### src/rtl/hack_pkg.sv
// Shared types and constants for the Hack CPU front end: PC FSM states,
// jump-field encodings and the bit positions of the jump conditions.
package hack_pkg;

  typedef enum logic [1:0] {
    INIT = 2'd0,
    RUN  = 2'd1,
    HALT = 2'd2
  } pc_state_t;

  localparam logic [2:0] JMP_NULL = 3'b000;
  localparam logic [2:0] JMP_JMP  = 3'b111;

  localparam int JLT = 2;
  localparam int JEQ = 1;
  localparam int JGT = 0;

endpackage

### src/rtl/jump_cond.sv
// Combinational Hack jump-condition evaluator: take is high when the
// current C-instruction's jump bits select the ALU result's relation to zero.
module jump_cond
  import hack_pkg::*;
(
  input  logic [2:0] jmp,
  input  logic       is_c,
  input  logic       zr,
  input  logic       ng,
  output logic       take
);

  logic [2:0] cond;

  // zr and ng are mutually exclusive for a real ALU, so exactly one
  // relation holds; GT is the case where neither flag is raised.
  assign cond[JLT] = ng;
  assign cond[JEQ] = zr;
  assign cond[JGT] = ~ng & ~zr;

  assign take = is_c & (|(jmp & cond));

endmodule

### src/rtl/pc_unit.sv
// Hack program counter: INIT/RUN/HALT FSM, jump evaluation and fetch handshake.
// Optional taken-jump counter on port jump_count when PC_TRACE_EN is defined.
module pc_unit
  import hack_pkg::*;
#(
  parameter int               WIDTH    = 16,
  parameter logic [WIDTH-1:0] RST_ADDR = '0
) (
  input  logic             clk,
  input  logic             rst,
  input  logic [WIDTH-1:0] a_in,
  input  logic [2:0]       jmp,
  input  logic             is_c,
  input  logic             zr,
  input  logic             ng,
  input  logic             instr_valid,
  input  logic             stall,
  output logic [WIDTH-1:0] pc,
  output logic             fetch_en,
  output logic             halted
`ifdef PC_TRACE_EN
  ,
  output logic [15:0]      jump_count
`endif
);

  pc_state_t        state_reg, state_next;
  logic [WIDTH-1:0] pc_reg, pc_next;
  logic             take;
  logic             advance;
  logic             self_loop;

  jump_cond u_jump_cond (
    .jmp  (jmp),
    .is_c (is_c),
    .zr   (zr),
    .ng   (ng),
    .take (take)
  );

  assign advance   = (state_reg == RUN) & instr_valid & ~stall;
  // Canonical end-of-program idiom: unconditional jump to the current address.
  assign self_loop = advance & is_c & (jmp == JMP_JMP) & (a_in == pc_reg);

  always_comb begin
    state_next = state_reg;
    pc_next    = pc_reg;
    case (state_reg)
      INIT: state_next = RUN;
      RUN: begin
        if (advance) begin
          if (take) pc_next = a_in;
          else      pc_next = pc_reg + WIDTH'(1);
          if (self_loop) state_next = HALT;
        end
      end
      HALT:    state_next = HALT;
      default: state_next = INIT;
    endcase
  end

  always_ff @(posedge clk) begin
    if (rst) begin
      state_reg <= INIT;
      pc_reg    <= RST_ADDR;
    end else begin
      state_reg <= state_next;
      pc_reg    <= pc_next;
    end
  end

  assign pc       = pc_reg;
  assign fetch_en = (state_reg == RUN);
  assign halted   = (state_reg == HALT);

`ifdef PC_TRACE_EN
  logic [15:0] jump_count_reg;
  logic        count_inc;

  // The halting jump is itself a taken jump, so it is counted too.
  assign count_inc = advance & take;

  always_ff @(posedge clk) begin
    if (rst) begin
      jump_count_reg <= '0;
    end else if (count_inc && (jump_count_reg != 16'hFFFF)) begin
      jump_count_reg <= jump_count_reg + 16'd1;
    end
  end

  assign jump_count = jump_count_reg;
`endif

endmodule
### config.mk
export PLATFORM = sky130hd
export DESIGN_NAME = pc_unit
export DESIGN_NICKNAME = d
export VERILOG_FILES = /design/src/rtl/hack_pkg.sv /design/src/rtl/jump_cond.sv /design/src/rtl/pc_unit.sv
export SDC_FILE = /design/constraint.sdc
export NUM_CORES = 1
export LEC_CHECK = 0
export CAP_MARGIN = 40
export CORE_ASPECT_RATIO = 1.75
export CORE_MARGIN = 1.5
export CORE_UTILIZATION = 45
export DETAILED_ROUTE_END_ITERATION = 12
export GPL_TIMING_DRIVEN = 1
export PLACE_DENSITY = 0.78
export REMOVE_ABC_BUFFERS = 1
export SLEW_MARGIN = 20
export SYNTH_ARGS = -nofsm -noshare
export SYNTH_HDL_FRONTEND = slang
export SYNTH_SLANG_ARGS = --single-unit
### constraint.sdc
create_clock -name clk -period 2.12 [get_ports clk]
set_input_delay 0.636 -clock clk [delete_from_list [all_inputs] [get_ports clk]]
set_output_delay 0.636 -clock clk [all_outputs]
set_load 0.02 [all_outputs]
==> qor.yml, run 1 <==
hold_path:
  holdPathStages: 2
  worstHoldStart: "pc[4]"
  worstHoldPathType: "reg -> reg"
  hold_end: "pc[4]"
logic_synthesis:
  synth_commonest_cells: "21 x a21oi_1, 18 x dfxtp_1, 14 x nor3_1, 13 x o21ai_0"
  avgSynthCellArea_um2: 7.47
  synth.area.top_cells: "dfxtp_1 26%, a21oi_1 7.7%, xnor2_1 7.7%"
  ys_seq_area_share_pct: 26.2
  synth_edf_count: 0
  yosysUniqueCellTypes: 38
  synth_seq_cells: 18
  yosysWarnings: 0
  synth_top_area_share_pct: 26.2
  synthMostInstantiatedCell: "a21oi_1"
  synthesis.area_um2: 1370
  synth_cells: 184
  async_flop_share_pct: 0
  yosys.area.top_type: "dfxtp_1"
  synth_ff_type: "dfxtp_1"
floorplanning:
  start_util_pct: 46.9
  die-area_um2: 3410
  die_w_um: 44.8
  io_pins: 44
  coreArea_um2: 2930
  die_y_um: 76.1
  rows: 26
critical_path:
  r2r_cells: 8
  start_kind: "input pin"
  cp_data_required_time_ns: 2.26
  path_max_fanout: 2
  cp.arrival_ns: 2.20
  setup.worst_path.end_class: "flip-flop"
  r2r-end: "state_reg[0]"
  r2r_start: "state_reg[1]"
  worstSetupPathType: "in -> reg"
  rrSetupSlack_ns: 0.26
drt:
  dr_wl_met3_um: 163
  wl_um: 4180
  met2WireLength_um: 2290
  drc: 0
  wl_per_cell_um: 15.9
  vias: 1586
  wl_met1_um: 1630
  drtAntennaViolNets: 0
  drt_iter0_markers: 38
  viasPerCell: 6.05
  top_layer: "met4"
  drt-pass1-iter-count: 4
placement:
  routabilityCongestion: 0.858
  port_buffers: 43
  dp_slack_ns: -0.280
  dpl_cell_area_um2: 1920
  dp_hpwl_um: 3040
sta:
  post-route-min-period_ns: 2.06
  maxSlewHeadroom_pct: 74.6
  final-setup-viol-count: 0
  hold_viol: 0
  finalMaxSlewViolations: 0
  fmaxAchievable_ghz: 0.486
  finalCritPeriodShare_pct: 97.1
  worstMarginPinSlew_ns: 0.379
  rsz0062_at_grt: "yes"
  finalClockSkew_ns: 0.00160
  layout_setup_ws_ns: 0.0609
cts:
  h-tree-depth: 1
  postCtsSetupBuffers: 0
  hold_buffers: 0
  cts_tree: "done"
  clockBufferDepth: 2
  cts_buffers: 3
  cts_sinks: 18
  clk_pin_slew_worst_paths_ns: 0.07
  root_buffer: "clkbuf_8"
  clk_latency_ns: 0.26
cells_and_area:
  nets: 265
  final_cell_area_um2: 2000
  area_growth_pct: 45.9
  layout-drive-gt1-share_pct: 11.5
  largest_reg_flops: 16
  filler_cell_count: 267
  antenna_cells: 0
global_route:
  grt_use_total_pct: 25.7
  grt_pass1_wl_um: 6760
  grt_max_degree: 22
  antenna_found_initial: 0
  overflow: 0
  grt_pass1_vias: 1609
flow_run:
  max-cap-violations: 0
status:
  status: "completed"
power:
  ir_drop_mv: 0.418
  power_density_nw_per_um2: 589
  p_leak_uw: 0.000694
## worst max-delay path, stage by stage
cell and delay (ns):
clkdlybuf4s50_1 0.53, xnor2_1 0.14, nand4_1 0.12, nor3_2 0.19, buf_4 0.14, mux2i_1 0.07
or3_1 0.37
## cells by family after synthesis
kind of cell               Yosys count  share of synthesized area (%)
AOI/OAI and AO/OA                   52                           22.5
and+or+nand+nor                     75                           31.1
muxes                                2                           1.46
adders and majority gates            4                           3.64
xor gates and xnor gates            16                           10.2
buffers and inverters               17                           4.83
DFF                                 18                           26.2
## cells in the final DEF, fill, tap and decap left out, types with 4 or more instances in the layout
cell and instances:
a21oi_1 21, xor2_1 4, xnor2_1 11, o21ai_0 12
nand2_1 12, nand4_1 6, ha_1 4, nand3b_1 5
clkbuf_8 4, nor2_1 7, nor3_1 13, nand3_1 5
o21a_1 5, nor3b_1 4, dfxtp_1 18, clkdlybuf4s50_1 41
buf_4 12, inv_1 5
## what timing repair did
item	in CTS	in global routing
pin swaps	0	4
gates resized for setup	1	7
setup endpoints to repair	1	9
## final cells by class
class,count,area [µm²],area share [%]
Sequential cell,18,360,18.0
Inverter,5,18.8,0.936
Timing Repair Buffer,58,568,28.3
Clock buffer,4,55.1,2.75
Tap cell,28,35.0,1.75
Multi-Input combinational cell,149,967,48.3
## how the worst max path moves through the flow
stage                        start           end  slack [ns]
after global placement       stall  state_reg[0]       -0.21
after detailed placement  a_in[15]  state_reg[0]       -0.28
after CTS                    stall  state_reg[0]        0.03
after global routing       a_in[7]  state_reg[0]       -0.05
final                      a_in[7]  state_reg[0]        0.06
after floorplan             jmp[1]         pc[5]       -0.37
## per-stage QoR
| step | power (µW) | std cells | util (%) | hold WS, ns | setup TNS [ns] |
|---|---|---|---|---|---|
| finish | 1180 | 262 | 68.5 | 0.550 | 0 |
| floorplan | 659 | 172 | - | 0.586 | -4.38 |
| global route | 1240 | 262 | 68.5 | 0.587 | -0.0692 |
| detailed placement | 889 | 258 | 65.5 | 0.542 | -2.65 |
| CTS | 1180 | 262 | 67.6 | 0.552 | 0 |
| global placement | 870 | 258 | 65.5 | 0.533 | -1.82 |
## layer usage
layer | track usage [%] | vias to the layer above
li1 | - | 772
met1 | 28.5 | 744
met2 | 46.2 | 61
met3 | 2.61 | 9
met4 | 10.6 | 0
met5 | 0 | -
## where the power goes
part	switching, µW	internal, µW	leakage, µW
combinational	242	240	0.000519
sequential	37.0	372	0.000146
clock	125	165	0.0000288
total	404	777	0.000694
Note: power is estimated with default switching activity, not from simulation.
==> run 2, diff against run 1 <==
--- a/config.mk
+++ b/config.mk
@@ -13,7 +13,7 @@
 export GPL_TIMING_DRIVEN = 1
 export PLACE_DENSITY = 0.78
 export REMOVE_ABC_BUFFERS = 1
-export SLEW_MARGIN = 20
 export SYNTH_ARGS = -nofsm -noshare
 export SYNTH_HDL_FRONTEND = slang
 export SYNTH_SLANG_ARGS = --single-unit
+export TNS_END_PERCENT = 10
==> run 2 against run 1 <==
Against the previous run: via count increased by 1.2%; total power about the same; core utilization stayed put; critical path type is now reg -> out; setup slack better by 0.00065 ns; critical path depth decreased by 4; global-route usage stayed put; clock power is essentially flat; flip-flop and latch count unchanged; cell count is the same; largest power group unchanged; register-to-register slack about the same; count of clock-buffer cells in the layout unchanged; first-iteration DRC count grew 24%.
==> qor.yml, run 2 (synthesized netlist as in run 1, its figures left out) <==
global_route:
  use_met1_pct: 28.5
  grt_use_met3_pct: 2.61
  grt.busiest_layer: "met2"
  grt_use_total_pct: 25.7
  grt_pass1_vias: 1609
  grt_max_degree: 22
  antenna_found_initial: 0
  use_met2_pct: 46.2
  overflow: 0
  grt_pass1_wl_um: 6760
cells_and_area:
  antenna_cells: 0
  final_common_cell: "clkdlybuf4s50_1"
  layout_common_cells: "41 x clkdlybuf4s50_1, 21 x a21oi_1, 18 x dfxtp_1"
  area_growth_pct: 45.9
  largest_reg_flops: 16
  area.sequential_um2: 360
  layout-drive-gt1-share_pct: 11.5
  multi_input_area_um2: 967
  nets: 265
  filler_cell_count: 266
status:
  status: "completed"
cts:
  root_buffer: "clkbuf_8"
  clockBufferDepth: 2
  hold_buffers: 0
  clk_pin_slew_worst_paths_ns: 0.07
  cts_sinks: 18
  clk_latency_ns: 0.26
  cts_tree: "done"
  cts_buffers: 3
  h-tree-depth: 1
power:
  p_leak_uw: 0.000694
  power_density_nw_per_um2: 589
  ir_drop_mv: 0.415
drt:
  drt_iter0_markers: 47
  drc: 0
  wl_per_cell_um: 16.0
  vias: 1605
  wl_um: 4190
  drt-pass1-iter-count: 5
  viasPerCell: 6.13
  drtAntennaViolNets: 0
placement:
  routabilityCongestion: 0.858
  dp_hpwl_um: 3040
  port_buffers: 43
  dp_slack_ns: -0.280
sta:
  hold_viol: 0
  layout_setup_ws_ns: 0.0616
  post-route-min-period_ns: 2.06
  rsz0062_at_grt: "yes"
  final-setup-viol-count: 0
  finalClockSkew_ns: 0.00231
  finalCritPeriodShare_pct: 97.1
  hold_ws_ns: 0.549
  maxSlewHeadroom_pct: 74.4
  fmaxAchievable_ghz: 0.486
  worstMarginPinSlew_ns: 0.382
  finalMaxSlewViolations: 0
floorplanning:
  die_y_um: 76.1
  rows: 26
  coreArea_um2: 2930
  io_pins: 44
  start_util_pct: 46.9
  die-area_um2: 3410
  die_w_um: 44.8
critical_path:
  cp_data_required_time_ns: 1.48
  worstSetupPathType: "reg -> out"
  start_kind: "flip-flop"
  setup.worst_path.end_class: "output pin"
  path_max_fanout: 3
  cp.arrival_ns: 1.42
flow_run:
  max-cap-violations: 0
hold_path:
  worstHoldPathType: "reg -> reg"
[run 2: cell counts in the layout (fill, tap and decap cells not counted)]
No cell type changed its count.
[run 2: final timing paths]
kind           startpoint           end  slack [ns]  depth (start not counted)
max          state_reg[0]        halted        0.06                          3
min                 pc[4]         pc[4]        0.55                          2
max reg2reg  state_reg[1]  state_reg[0]        0.26                          8
min reg2reg         pc[4]         pc[4]        0.55                          2
[run 2: worst max-delay path: stages (launching register included)]
cell	delay (ns)
dfxtp_1	0.37
inv_1	0.07
ha_1	0.19
clkdlybuf4s50_1	0.53
[run 2: layout make-up]
cell class | count | area share [%]
well taps | 28 | 1.75
multi-input cells | 149 | 48.3
inverters | 5 | 0.936
clock buffers | 4 | 2.75
repair buffers | 58 | 28.3
flip-flops and latches | 18 | 18.0
[run 2: timing repair]
action / 4_1_cts / 5_1_grt
buffers inserted: 0 / 0
pin swaps: 0 / 3
cloned: 0 / 0
resized for setup: 1 / 7
endpoints found under the setup margin: 1 / 9
[run 2: layer usage]
metal	wire, µm	vias to the layer above
met4	89	0
met3	213	9
met2	2340	64
met5	0	-
met1	1550	756
li1	-	776
[run 2: stage by stage]
stage | total power (µW) | instance area (µm²) | utilization (%) | TNS (ns) | cells
6_report | 1180 | 2000 | 68.5 | 0 | 262
5_1_grt | 1240 | 2000 | 68.5 | -0.0329 | 262
4_1_cts | 1180 | 1980 | 67.6 | 0 | 262
3_5_place_dp | 889 | 1920 | 65.5 | -2.65 | 258
3_3_place_gp | 870 | 1920 | 65.5 | -1.82 | 258
2_1_floorplan | 659 | 1330 | - | -4.38 | 172
[run 2: power by group]
| group | internal [µW] | leakage, µW | switching (µW) |
|---|---|---|---|
| clock | 165 | 0.0000288 | 126 |
| sequential | 372 | 0.000146 | 37.4 |
| combinational | 239 | 0.000519 | 240 |
==> run 3, diff against run 2 <==
==> constraint.sdc (replaced) <==
create_clock -name clk -period 2.12 [get_ports clk]
set_input_delay 0.212 -clock clk [delete_from_list [all_inputs] [get_ports clk]]
set_output_delay 0.212 -clock clk [all_outputs]
set_load 0.02 [all_outputs]
==> run 3 against run 2 <==
Against the previous run: global-route usage is 2.4 points lower; fmax rose by 6.7%; flip-flop and latch count is the same; worst hold slack better by 0.0034 ns; die area is the same; setup slack improved by 0.13 ns; sequential share of layout area grew 0.57 points; first-iteration DRC count is 53% higher; clock skew rose by 0.00056 ns; largest power group unchanged; non-clock buffer count is 3 lower.
==> qor.yml, run 3 (synthesized netlist as in run 1, its figures left out) <==
critical_path:
  path_max_fanout: 7
  cpPeakStageDelay_ns: 0.37
  setup.worst_path.end_class: "flip-flop"
  r2r_cells: 7
  start_kind: "flip-flop"
  worstSetupPathType: "reg -> reg"
  cp_data_required_time_ns: 2.26
  crit_chain: "inv_1 > ha_1 > nand3b_1 > nor4_2 > buf_4 > a21oi_1 > or3_1"
  cp.arrival_ns: 2.07
  critical_path.slowest_cell: "or3_1"
  rrSetupSlack_ns: 0.19
power:
  p_total_uw: 1150
  power_density_nw_per_um2: 594
  ir_drop_mv: 0.457
  p_leak_uw: 0.000644
sta:
  maxSlewHeadroom_pct: 59.6
  finalMaxSlewViolations: 0
  final-setup-viol-count: 0
  layout_setup_ws_ns: 0.191
  finalCritPeriodShare_pct: 91.0
  worstMarginPinSlew_ns: 0.604
  hold_viol: 0
  rsz0062_at_grt: "no"
  fmaxAchievable_ghz: 0.518
  finalClockSkew_ns: 0.00287
  post-route-min-period_ns: 1.93
cells_and_area:
  area_growth_pct: 41.4
  nets: 262
  fin_cells: 259
  final_common_cell: "clkdlybuf4s50_1"
  layout_common_cells: "43 x clkdlybuf4s50_1, 21 x a21oi_1, 18 x dfxtp_1"
  largest_reg_flops: 16
  antenna_cells: 0
  layout-drive-gt1-share_pct: 9.09
placement:
  dp_cells: 255
  port_buffers: 43
  dp_hpwl_um: 2880
  dp_slack_ns: 0.115
  routabilityCongestion: 0.863
drt:
  drc: 0
  drt_iter0_markers: 72
  drt-pass1-iter-count: 4
  viasPerCell: 5.99
  wl_per_cell_um: 15.0
  drtAntennaViolNets: 0
  vias: 1552
  wl_um: 3890
cts:
  cts_sinks: 18
  cts_buffers: 3
  h-tree-depth: 1
  postCtsSetupBuffers: 0
  clk_pin_slew_worst_paths_ns: 0.08
  clk_latency_ns: 0.26
  clockBufferDepth: 2
  hold_buffers: 0
  cts_resized: 0
  cts_tree: "done"
  root_buffer: "clkbuf_8"
global_route:
  grt_pass1_wl_um: 6150
  grt_pass1_vias: 1451
  grt_max_degree: 21
  grt_use_total_pct: 23.3
  overflow: 0
  antenna_found_initial: 0
floorplanning:
  start_util_pct: 46.9
  die_y_um: 76.1
  io_pins: 44
  die-area_um2: 3410
  rows: 26
  die_w_um: 44.8
  coreArea_um2: 2930
status:
  status: "completed"
hold_path:
  holdPathStages: 2
  worstHoldPathType: "reg -> reg"
flow_run:
  max-cap-violations: 0
-- run 3: cell count changes in the layout (fill, tap and decap cells not counted), sizes merged --
cell / delta
buf: -3
clkdlybuf4s50: +2
dlymetal6s2s: -2
-- run 3: worst paths after layout --
path                     start           end
setup / recovery  state_reg[1]  state_reg[1]
hold / removal           pc[4]         pc[4]
setup reg to reg  state_reg[1]  state_reg[1]
hold reg to reg          pc[4]         pc[4]
-- run 3: layout make-up --
cell class / count / area (µm²)
Multi-Input combinational cell: 149 / 953
Sequential cell: 18 / 360
Clock buffer: 4 / 55.1
Timing Repair Buffer: 55 / 520
Tap cell: 28 / 35.0
Fill cell: 266 / 985
Inverter: 5 / 18.8
-- run 3: where the power goes --
group	internal [µW]	switching (µW)
Combinational	222	233
Clock	165	128
Sequential	372	33.1
Total	760	394
-- run 3: per-stage QoR --
stage          utilization [%]  cell area [µm²]  setup TNS, ns  hold WS (ns)
2_1_floorplan                -             1330        -0.0165         0.281
3_3_place_gp              64.3             1880              0         0.531
3_5_place_dp              64.3             1880              0         0.544
4_1_cts                   66.2             1940              0         0.555
5_1_grt                   66.4             1940              0         0.595
6_report                  66.4             1940              0         0.552
-- run 3: metal layers --
metal	up-vias	wire (µm)	GRT usage [%]	share of wire [%]
met5	-	0	0	0
met4	0	76	10.6	2.0
met3	7	178	3.32	4.6
met2	57	2040	38.3	53
met1	724	1590	28.6	41
li1	764	-	-	-
-- run 3: critical path: cells and delay by family (launching register included) --
| family | cells | cell delay (ns) |
|---|---|---|
| fa+ha+maj | 1 | 0.28 |
| compound gates | 1 | 0.07 |
| flops | 1 | 0.33 |
| simple gates | 3 | 0.87 |
| buf+inv | 2 | 0.26 |
